## src/rtl/out_flow_demux_if.sv

```systemverilog
// out_flow_demux_if: tagged pixel input, flow configuration and per-flow FIFO output bundle.
interface out_flow_demux_if #(
  parameter int FLUX = 4,
  parameter int DW = 8
);
  localparam int TW = $clog2(FLUX);
  logic [TW+DW-1:0] in_din;
  logic in_write;
  logic [FLUX-1:0] in_full;
  logic [TW+12:0] cfg_din;
  logic cfg_write;
  logic [FLUX*DW-1:0] out_dout;
  logic [FLUX-1:0] out_empty;
  logic [FLUX-1:0] out_read;
  logic [FLUX-1:0] done;
  logic err;
  modport master (
    output in_din, in_write, cfg_din, cfg_write, out_read,
    input in_full, out_dout, out_empty, done, err
  );
  modport slave (
    input in_din, in_write, cfg_din, cfg_write, out_read,
    output in_full, out_dout, out_empty, done, err
  );
endinterface

```

## src/rtl/out_flow_demux.sv

```systemverilog
// out_flow_demux: routes tagged pixels into per-flow FWFT FIFOs and pulses done when a configured frame completes.
// Optional sticky error detection is enabled by defining OUT_FLOW_DEMUX_ERR_EN.
module out_flow_demux #(
  parameter int FLUX = 4,
  parameter int DEPTH = 16,
  parameter int DW = 8
) (
  input logic clk,
  input logic rst,
  out_flow_demux_if.slave bus
);
  localparam int TW = $clog2(FLUX);
  localparam int AW = $clog2(DEPTH);
  typedef enum logic {IDLE, ARMED} state_t;
  logic [TW-1:0] in_tag, cfg_tag;
  logic [DW-1:0] pixel;
  logic [12:0] cfg_size;
  logic [FLUX-1:0] full, empty, armed, done_q;
  logic [DW-1:0] head [FLUX];
  assign in_tag = bus.in_din[TW+DW-1:DW];
  assign pixel = bus.in_din[DW-1:0];
  assign cfg_tag = bus.cfg_din[TW+12:13];
  assign cfg_size = bus.cfg_din[12:0];
  for (genvar f = 0; f < FLUX; f++) begin : g_flow
    logic [DW-1:0] mem [DEPTH];
    logic [AW-1:0] wp, rp;
    logic [AW:0] occ;
    logic [12:0] target, count;
    logic wr_acc, rd_acc, cfg_hit, done_r;
    state_t st;
    assign full[f] = occ == (AW+1)'(DEPTH);
    assign empty[f] = occ == '0;
    assign armed[f] = st == ARMED;
    assign done_q[f] = done_r;
    assign wr_acc = bus.in_write && !rst && in_tag == TW'(f) && !full[f];
    assign rd_acc = bus.out_read[f] && !rst && !empty[f];
    assign cfg_hit = bus.cfg_write && !rst && cfg_tag == TW'(f);
    assign head[f] = (empty[f] || rst) ? '0 : mem[rp];
    always_ff @(posedge clk)
      if (wr_acc) mem[wp] <= pixel;
    // cfg takes priority over counting; the pixel is still buffered by the FIFO path
    always_ff @(posedge clk)
      if (rst) begin
        wp <= '0;
        rp <= '0;
        occ <= '0;
        st <= IDLE;
        target <= '0;
        count <= '0;
        done_r <= 1'b0;
      end else begin
        if (wr_acc) wp <= wp + 1'b1;
        if (rd_acc) rp <= rp + 1'b1;
        occ <= occ + (AW+1)'(wr_acc) - (AW+1)'(rd_acc);
        done_r <= 1'b0;
        if (cfg_hit) begin
          st <= cfg_size != '0 ? ARMED : IDLE;
          target <= cfg_size;
          count <= '0;
        end else if (wr_acc && st == ARMED) begin
          if (count + 13'd1 == target) begin
            done_r <= 1'b1;
            st <= IDLE;
            count <= '0;
          end else count <= count + 13'd1;
        end
      end
  end
  always_comb begin
    bus.out_dout = '0;
    for (int i = 0; i < FLUX; i++) bus.out_dout[i*DW +: DW] = head[i];
  end
  assign bus.in_full = rst ? '0 : full;
  assign bus.out_empty = rst ? '1 : empty;
  assign bus.done = rst ? '0 : done_q;
`ifdef OUT_FLOW_DEMUX_ERR_EN
  logic err_q, err_ev;
  assign err_ev = (bus.in_write && (full[in_tag] || !armed[in_tag])) || |(bus.out_read & empty);
  always_ff @(posedge clk)
    if (rst) err_q <= 1'b0;
    else if (err_ev) err_q <= 1'b1;
  assign bus.err = err_q && !rst;
`else
  assign bus.err = 1'b0;
`endif
endmodule

```

## src/flat_wrapper.sv

```systemverilog
// flat-port wrapper written by rule: the top's interface ports become plain ports
module out_flow_demux_flat 
#(
  parameter int FLUX = 4,
  parameter int DEPTH = 16,
  parameter int DW = 8
)
  (clk, rst, bus_in_din, bus_in_write, bus_cfg_din, bus_cfg_write, bus_out_read, bus_in_full, bus_out_dout, bus_out_empty, bus_done, bus_err);
  out_flow_demux_if #(.FLUX(FLUX), .DW(DW)) bus_i ();
  input logic clk;
  input logic rst;
  input wire logic [$bits(bus_i.in_din)-1:0] bus_in_din;
  input wire logic [$bits(bus_i.in_write)-1:0] bus_in_write;
  input wire logic [$bits(bus_i.cfg_din)-1:0] bus_cfg_din;
  input wire logic [$bits(bus_i.cfg_write)-1:0] bus_cfg_write;
  input wire logic [$bits(bus_i.out_read)-1:0] bus_out_read;
  output wire logic [$bits(bus_i.in_full)-1:0] bus_in_full;
  output wire logic [$bits(bus_i.out_dout)-1:0] bus_out_dout;
  output wire logic [$bits(bus_i.out_empty)-1:0] bus_out_empty;
  output wire logic [$bits(bus_i.done)-1:0] bus_done;
  output wire logic [$bits(bus_i.err)-1:0] bus_err;
  assign bus_i.in_din = bus_in_din;
  assign bus_i.in_write = bus_in_write;
  assign bus_i.cfg_din = bus_cfg_din;
  assign bus_i.cfg_write = bus_cfg_write;
  assign bus_i.out_read = bus_out_read;
  assign bus_in_full = bus_i.in_full;
  assign bus_out_dout = bus_i.out_dout;
  assign bus_out_empty = bus_i.out_empty;
  assign bus_done = bus_i.done;
  assign bus_err = bus_i.err;
  out_flow_demux #(.FLUX(FLUX), .DEPTH(DEPTH), .DW(DW)) u_core (.clk(clk), .rst(rst), .bus(bus_i));
endmodule
```

## config.mk

```make
export PLATFORM = sky130hd
export DESIGN_NAME = out_flow_demux_flat
export DESIGN_NICKNAME = d
export VERILOG_FILES = /design/src/rtl/out_flow_demux_if.sv /design/src/rtl/out_flow_demux.sv /design/src/flat_wrapper.sv
export SDC_FILE = /design/constraint.sdc
export NUM_CORES = 1
export LEC_CHECK = 0
export ABC_AREA = 0
export CAP_MARGIN = 5
export CORE_MARGIN = 4
export CORE_UTILIZATION = 39
export CTS_BUF_LIST = sky130_fd_sc_hd__clkbuf_4
export DETAILED_ROUTE_END_ITERATION = 8
export GPL_ROUTABILITY_DRIVEN = 0
export SYNTH_ARGS = -nofsm -noshare
export SYNTH_HDL_FRONTEND = slang
export SYNTH_SLANG_ARGS = --single-unit
```

## constraint.sdc

```tcl
create_clock -name clk -period 3.43 [get_ports clk]
set_clock_uncertainty 0.1 [all_clocks]
set_input_delay 0.686 -clock clk [delete_from_list [all_inputs] [get_ports clk]]
set_output_delay 0.686 -clock clk [all_outputs]
set_load 0.005 [all_outputs]
```

---- Yosys cells after proc, flatten, opt, wreduce, memory -nomap -nowiden ----
Memories as Yosys holds them, arrays and structs flattened. A register that Yosys moved wholly into a read port is not among the register bits.
Cells that the tools add are included.
word-level totals
  bits of input ports ..................... 33
  word-level logic and storage cells ...... 180
  output and inout port bits .............. 45
  memories ................................ 4
  bits in registers ....................... 164
  memory bits (writable) .................. 512
cells by class
  reduce and logical (&&, ||, !) cells .... 66
  bitwise operators ....................... 4
  mux-type cells .......................... 44
  $add $sub $neg .......................... 20
  equality and inequality tests ........... 14
memories
  memory                words  bits a word  read ports  clocked after memory_dff  wr ports  line                  source
  u_core.g_flow[0].mem  16     8            1           1                         1         out_flow_demux.sv:25  logic [DW-1:0] mem [DEPTH];
  u_core.g_flow[1].mem  16     8            1           1                         1         out_flow_demux.sv:25
  u_core.g_flow[2].mem  16     8            1           1                         1         out_flow_demux.sv:25
  u_core.g_flow[3].mem  16     8            1           1                         1         out_flow_demux.sv:25
operator list
  operator               number
  $add 13x1->13 const B  4
  $eq 13x13->1           4
  $mux 13                4
  $mux 4                 11
  $add 4x1->4 const B    8
  $mux 8                 4
  $logic_and 1x1->1      26
  $mux 1                 25
  $add 5x1->5            4
  $eq 5x5->1 const B     4
  $logic_not 5->1        4
  $sub 5x1->5            4
  $reduce_bool 2->1      8
  $reduce_bool 13->1     1
  $reduce_or 3->1        4
  $logic_not 1->1        9
  $eq 2x2->1 const B     4
  $reduce_and 2->1       4
  $reduce_or 2->1        4
  $eq 2x1->1 const B     2
  $logic_not 2->1        2
  $logic_or 1x1->1       4
  $not 1->1              4

---- Longest topological paths before layout ----
  depth after elaboration ................. 7
  mapped depth ............................ 15
  mapped depth without buffers ............ 14

---- Least setup slack after synthesis ----
Ideal clock, no wire load.
  path kind ............................... in2reg
  start point ............................. in rst
  end point ............................... reg u_core.g_flow[0].occ[4]
  buffers on the path ..................... 2
  library setup time ...................... 0.070 ns
  data arrival time ....................... 3.055 ns
  slack ................................... 0.205 ns
  required time ........................... 3.260 ns
  stages on the path ...................... 12
  path through ............................ clkbuf_1 -> a41o_1 -> clkbuf_1 -> nor2_1 -> ha_1 -> inv_1 -> ha_1 -> fa_1 -> a21oi_1 -> nor2_1 -> or3_1 -> a21oi_1
between the ends
  elaborated cells on any way between the ends .. 8
  those cells by class .................... add/sub (2); reduce/logical (6)
RTL lines
  element                         line                  source
  start: declaration              flat_wrapper.sv:11    input logic rst;
  $logic_not 1->1                 out_flow_demux.sv:36  assign rd_acc = bus.out_read[f] && !rst && !empty[f];
  $logic_and 1x1->1 (2 in a row)  out_flow_demux.sv:36
  via u_core.g_flow[0].rd_acc     out_flow_demux.sv:29  logic wr_acc, rd_acc, cfg_hit, done_r;
  $sub 5x1->5                     out_flow_demux.sv:54  occ <= occ + (AW+1)'(wr_acc) - (AW+1)'(rd_acc);
  end signal: assignment          out_flow_demux.sv:54
  end: declaration                out_flow_demux.sv:27  logic [AW:0] occ;
The timed path passes the listed nets, and every way through them passes these cells.
A chain may end at the register's enable or synchronous reset.

==> results.yml <==
clocking:
  root_buffer: "clkbuf_4"
  clock_latency_ns: 0.99
  cts_buffer_depth: 3
  cts_made_buffers: 179
  cts_max_level: 4
  cts.sinks: 692
  clk_pin_slew_ns: 0.07
  cts_tree: "built"
final_layout:
  final_common_cell: "edfxtp_1"
  layout_common_cells: "edfxtp_1, clkbuf_4, nand2_1"
  final_cells: 3436
  syn_to_final_growth_pct: 21.1
  final_nets: 2417
  fillerInstances: 6388
  final_util: 0.480
  drive_gt1_frac: 0.309
critical_path:
  critPathLaunchType: "register"
  crit_required_ns: 2.64
  critical_path_class: "reg2out"
  r2r-end: "u_core.g_flow[2].done_r$_SDFF_PP0_"
  crit_path_max_fanout: 6
  rrSetupSlack_ns: 0.21
  cp-end-kind: "output pin"
  r2r_cells: 7
  rr_startpoint: "u_core.g_flow[2].count[0]$_SDFFE_PP0P_"
  cp.arrival_ns: 3.02
yosys:
  synth-compound-area-share: 0.0316
  ys_types: 73
  synthAdderAreaFrac: 0.0225
  syn_inst: 1969
  syn_area_um2: 29100
  yosys.area_share.simple: 0.105
  seq_area_frac_synth: 0.651
  synthFlopType: "edfxtp_1"
  synth_top_family_by_area: "multiplexers"
  netlist_top_cells_area: "edfxtp_1, dfxtp_1, mux4_2"
  syn-num-nets: 2052
  ys_warn_count: 0
  yosys.area.top_type_share: 0.528
  ys_ff_latch: 692
  yosys.area.top_type: "edfxtp_1"
  yosys.area_share.xor_xnor: 0.0433
  synth.area.mux_share: 0.126
  async_reset_ff_frac: 0
  syn_avg_cell_area_um2: 14.8
  synth_edf_count: 512
placed_design:
  io_buffers: 76
  dp_hpwl_um: 41500
  post-place-cells: 3026
grt:
  grt_pass1_vias: 18500
  grt_pass1_wl_um: 104000
  antenna_found_initial: 2
  grt_max_degree: 65
  grtUsageTotal: 0.171
  overflow: 0
min_path:
  min-delay-start: "bus_in_din[2]"
  worstHoldEndpoint: "u_core.g_flow[2].mem[0][2]$_DFFE_PP_"
  worstHoldPathType: "in2reg"
  hold_depth: 1
status:
  status: "finished with violations"
  violations: "setup timing"
power_and_ir_drop:
  vdd_drop_max_mv: 0.258
  power_w: 0.0198
  p_leak_nw: 12.0
  p_per_area_nw_per_um2: 561
timing:
  relSlewSlack: 0.382
  rsz0062_at_grt: "true"
  tightest_slew_ns: 0.927
  hold_ws_ns: 0.121
  fin_ws_ns: -0.376
  period_needed_ns: 3.81
  finalHoldViolCount: 0
  maxSlewViolCount: 0
  clock.fmax_mhz: 263
  period_share: 1.11
  setup_viol: 32
route:
  post-route-drc-count: 0
  vias: 17700
  first_pass_iters: 5
  drt_iter0_drc: 1247
  ant_nets: 0
  routed_via_density: 5.15
  wire_per_inst_um: 19.4
  wl_um: 66700
floorplan:
  io_pins: 78
  core_um2: 73500
  dieArea_um2: 79200
  die_x_um: 281
  initial_core_util: 0.397
  placementRows: 99
  die_h_um: 281
job:
  max_cap_viol_count: 0
-- Yosys cell counts, drive strengths merged (7+ instances only) --
| master | instances |
|---|---|
| edfxtp | 512 |
| nand2 | 185 |
| dfxtp | 180 |
| mux4 | 160 |
| nor2 | 159 |
| xnor2 | 85 |
| clkbuf | 76 |
| a21oi | 74 |
| nor3 | 59 |
| xor2 | 59 |
| nor2b | 53 |
| ha | 46 |
| inv | 39 |
| buf | 35 |
| o21ai | 29 |
| nor4 | 23 |
| nand4 | 22 |
| nand3 | 21 |
| nand2b | 17 |
| or3 | 13 |
| and2 | 10 |
| and3 | 10 |
| or4 | 9 |
| and4 | 8 |
| nor4b | 7 |
-- registers in the layout (all words and copies together), names as in the netlist, named ones only --
name	count
u_core.g_flow.occ	20
u_core.g_flow.target	52
u_core.g_flow.st	4
u_core.g_flow.count	52
u_core.g_flow.mem	512
u_core.g_flow.wp	16
u_core.g_flow.done_r	4
u_core.g_flow.rp	16
-- layout make-up --
cell class	instances	area, µm²	area share
Multi-Input combinational cell	1127	9750	0.276
Clock buffer	278	2090	0.0592
Timing Repair Buffer	295	2810	0.0797
Tap cell	959	1200	0.0340
Antenna cell	8	20.0	0.000567
Inverter	39	146	0.00415
Sequential cell	692	19000	0.538
Clock inverter	38	267	0.00755
-- through the flow --
stage | worst slack [ns] | TNS, ns | area (µm²)
finish | -0.376 | -9.66 | 35300
global route | -0.506 | -13.87 | 35300
CTS | -0.533 | -14.50 | 35200
detailed placement | 0.00522 | 0 | 31700
global placement | 0.0201 | 0 | 31700
floorplan | 0.205 | 0 | 29100
-- metal layers --
| metal | track usage | share of wire | vias to the layer above |
|---|---|---|---|
| li1 | - | - | 8247 |
| met1 | 0.217 | 0.43 | 8867 |
| met2 | 0.289 | 0.50 | 490 |
| met3 | 0.0363 | 0.050 | 84 |
| met4 | 0.0654 | 0.020 | 0 |
| met5 | 0 | 0 | - |
-- worst max-delay path by stage --
stage | startpoint | end | slack, ns | cells after the start
2_1_floorplan | rst | u_core.g_flow[0].occ[4]$_SDFF_PP0_ | 0.20 | 12
3_3_place_gp | bus_in_din[9] | u_core.g_flow[2].done_r$_SDFF_PP0_ | 0.02 | 9
3_5_place_dp | bus_in_din[9] | u_core.g_flow[2].st$_SDFFE_PP0P_ | 0.005 | 9
4_1_cts | register | bus_out_dout[2] | -0.53 | 6
5_1_grt | register | bus_out_dout[1] | -0.51 | 6
6_report | register | bus_out_dout[2] | -0.38 | 6
-- where the power goes --
part           switching [W]  internal (W)  total, W
logic                0.00139       0.00186   0.00325
registers           0.000187       0.00913   0.00932
clock network        0.00332       0.00391   0.00723
total                0.00489        0.0149    0.0198
-- repair_timing --
item | in CTS | in global routing
buffers inserted | 71 | 6
endpoints found under the hold margin | 29 | 0
gates resized for setup | 224 | 18
pin swaps | 2 | 0
gates cloned | 10 | 0
setup endpoints to repair | 38 | 32
hold buffers | 4 | 0
-- critical path, cell delays in order (launching register included) --
cell     delay, ns
dfxtp_4       0.46
buf_12        0.14
buf_4         0.13
mux4_2        0.51
mux4_2        0.50
nor2b_1       0.15
buf_2         0.12
-- cells by family (layout without fill, tap and decap cells) --
logic type	Yosys count	in the layout
compound gates	146	146
xor+xnor	144	144
fa+ha+maj	50	50
buf+inv	150	650
flops	692	692
mux	168	168
other cells	1	9
simple gates	618	618
Note: power is estimated with default switching activity, not from simulation.
==> edit (same flow settings) <==
`FLUX` is set to 4 in 3 places; all go to 8.
--- a/src/rtl/out_flow_demux_if.sv
+++ b/src/rtl/out_flow_demux_if.sv
@@ -2,3 +2,3 @@
 interface out_flow_demux_if #(
-  parameter int FLUX = 4,
+  parameter int FLUX = 8,
   parameter int DW = 8
--- a/src/rtl/out_flow_demux.sv
+++ b/src/rtl/out_flow_demux.sv
@@ -3,3 +3,3 @@
 module out_flow_demux #(
-  parameter int FLUX = 4,
+  parameter int FLUX = 8,
   parameter int DEPTH = 16,
--- a/src/flat_wrapper.sv
+++ b/src/flat_wrapper.sv
@@ -3,3 +3,3 @@
 #(
-  parameter int FLUX = 4,
+  parameter int FLUX = 8,
   parameter int DEPTH = 16,
Interface: changed (7 resized); port bits go from 78 to 128. No check against the original RTL was run, so the function may have changed too.
==> edit against the unedited design <==
The flow still finishes with violations (setup timing); fmax down 6.7%; count of clock-buffer cells in the layout increased by 269; sequential share of layout area is 0.28 points higher; sequential cell count rose by 692; area after synthesis up 99%; wire length rose by 110%; power up 99%; combinational power is 110% higher; worst setup slack got worse by 0.27 ns; first-iteration DRC count up 110%; design area up 99%; clock power rose by 92%; critical path type unchanged.
==> edit: results (changes against the unedited design) <==
- Status: finished with violations (unchanged)
- Failing checks: setup timing (unchanged)
- Critical Path Sink: bus_out_dout[0] (was bus_out_dout[2])
- Post-synth top cells: edfxtp_1, nor2_1, dfxtp_1 (was edfxtp_1, nand2_1, dfxtp_1)
- Reg2Reg Launch Point: u_core.g_flow[0].count[0] (was u_core.g_flow[2].count[0])
- Compound-Gate Fraction of Synth Area: 0.0239 (was 0.0316)
- Xor-xnor portion of the synthesized cell area: 0.0428 (was 0.0433)
- DP HPWL: 86000 µm (was 41500 µm)
- Setup slack after layout: -0.650 ns (was -0.376 ns)
- Setup slack at placement: -0.294 ns (was 0.00522 ns)
- CTS Buf Count: 371 (was 179)
- Final instance count without filler cells: 6746 (was 3436)
- Max VDD drop: 0.000321 V (was 0.000258 V)
- Biggest regs: u_core.g_flow.mem (1024), u_core.g_flow.count (104), u_core.g_flow.target (104) (was u_core.g_flow.mem (512), u_core.g_flow.count (52), u_core.g_flow.target (52))
- Total Routed Length: 139000 µm (was 66700 µm)
- NetSw: 0.00991 W (was 0.00489 W)
- Tot GR Track Use: 0.180 (was 0.171)
- Number of synthesized flops with an enable pin: 1024 (was 512)
- Share of post-route cells with drive strength above 1: 0.318 (was 0.309)
- Top cells by area, synth: edfxtp_1, dfxtp_1, mux4_2 (unchanged)
- CTS HTree Levels: 5 (was 4)
- Placed Instances: 5968 (was 3026)
- Mux cell area share after synthesis: 0.141 (was 0.126)
- Leakage: 24.1 nW (was 12.0 nW)
- Pin count of the biggest net entering global routing: 86 (was 65)
- Comb power frac: 0.175 (was 0.164)
- Sw frac: 0.252 (was 0.247)
- Max-slew headroom: 0.430 (was 0.382)
- Post-Synthesis Cells: 3845 (was 1969)
- CP arrival: 3.29 ns (was 3.02 ns)
- Initial antenna violation count: 6 (was 2)
- Reg2reg end: u_core.g_flow[0].count[7] (was u_core.g_flow[2].done_r)
- Setup Viol. Count Final: 65 (was 32)
- Seq/Total Area, Yosys: 0.653 (was 0.651)
edit: cell count changes in the layout (fill, tap and decap cells not counted), sizes merged, moves of 43 or more:
cell,before,now
inv,48,112
nor2,159,373
buf,256,496
dfxtp,180,360
xnor2,85,157
xor2,59,127
clkinv,23,66
edfxtp,512,1024
clkbuf,278,551
ha,46,92
mux4,160,320
mux2i,6,97
nor2b,53,106
nor3,59,161
edit: area by class of cell:
cell class	count	area, µm²	area share
Clock buffer	547	4110	0.0585
Inverter	108	405	0.00577
Multi-Input combinational cell	2134	19500	0.278
Antenna cell	11	27.5	0.000392
Clock inverter	72	340	0.00485
Sequential cell	1384	38000	0.541
Timing Repair Buffer	560	5380	0.0766
Tap cell	1930	2410	0.0344
edit: through the flow:
stage,area [µm²],setup TNS (ns),hold slack (ns)
6_report,70200,-33.43,0.176
2_1_floorplan,58100,0,0.347
5_1_grt,70200,-46.63,0.0826
3_3_place_gp,63600,-3.88,0.355
4_1_cts,70300,-47.49,0.00126
3_5_place_dp,63600,-5.13,0.360
edit: critical path, cell delays in order (launching register included):
cell     delay (ns)
dfxtp_4        0.40
buf_12         0.12
buf_12         0.12
mux4_2         0.54
mux4_2         0.64
nor2b_1        0.19
buf_2          0.12
edit: what timing repair did:
| action | in CTS | in global routing |
|---|---|---|
| pin swaps | 15 | 2 |
| hold endpoints to repair | 560 | 56 |
| hold buffers | 12 | 1 |
| cloned | 22 | 1 |
| setup endpoints to repair | 82 | 72 |
| gates resized for setup | 482 | 77 |
| buffers inserted | 125 | 19 |
edit: layer usage:
metal,wire length (µm),vias to the layer above,track usage,part of all wire
met3,7890,235,0.0355,0.057
met4,3000,2,0.0549,0.021
met2,64300,1007,0.276,0.46
li1,-,16200,-,-
met1,64100,17600,0.258,0.46
met5,13,-,0,0.000093
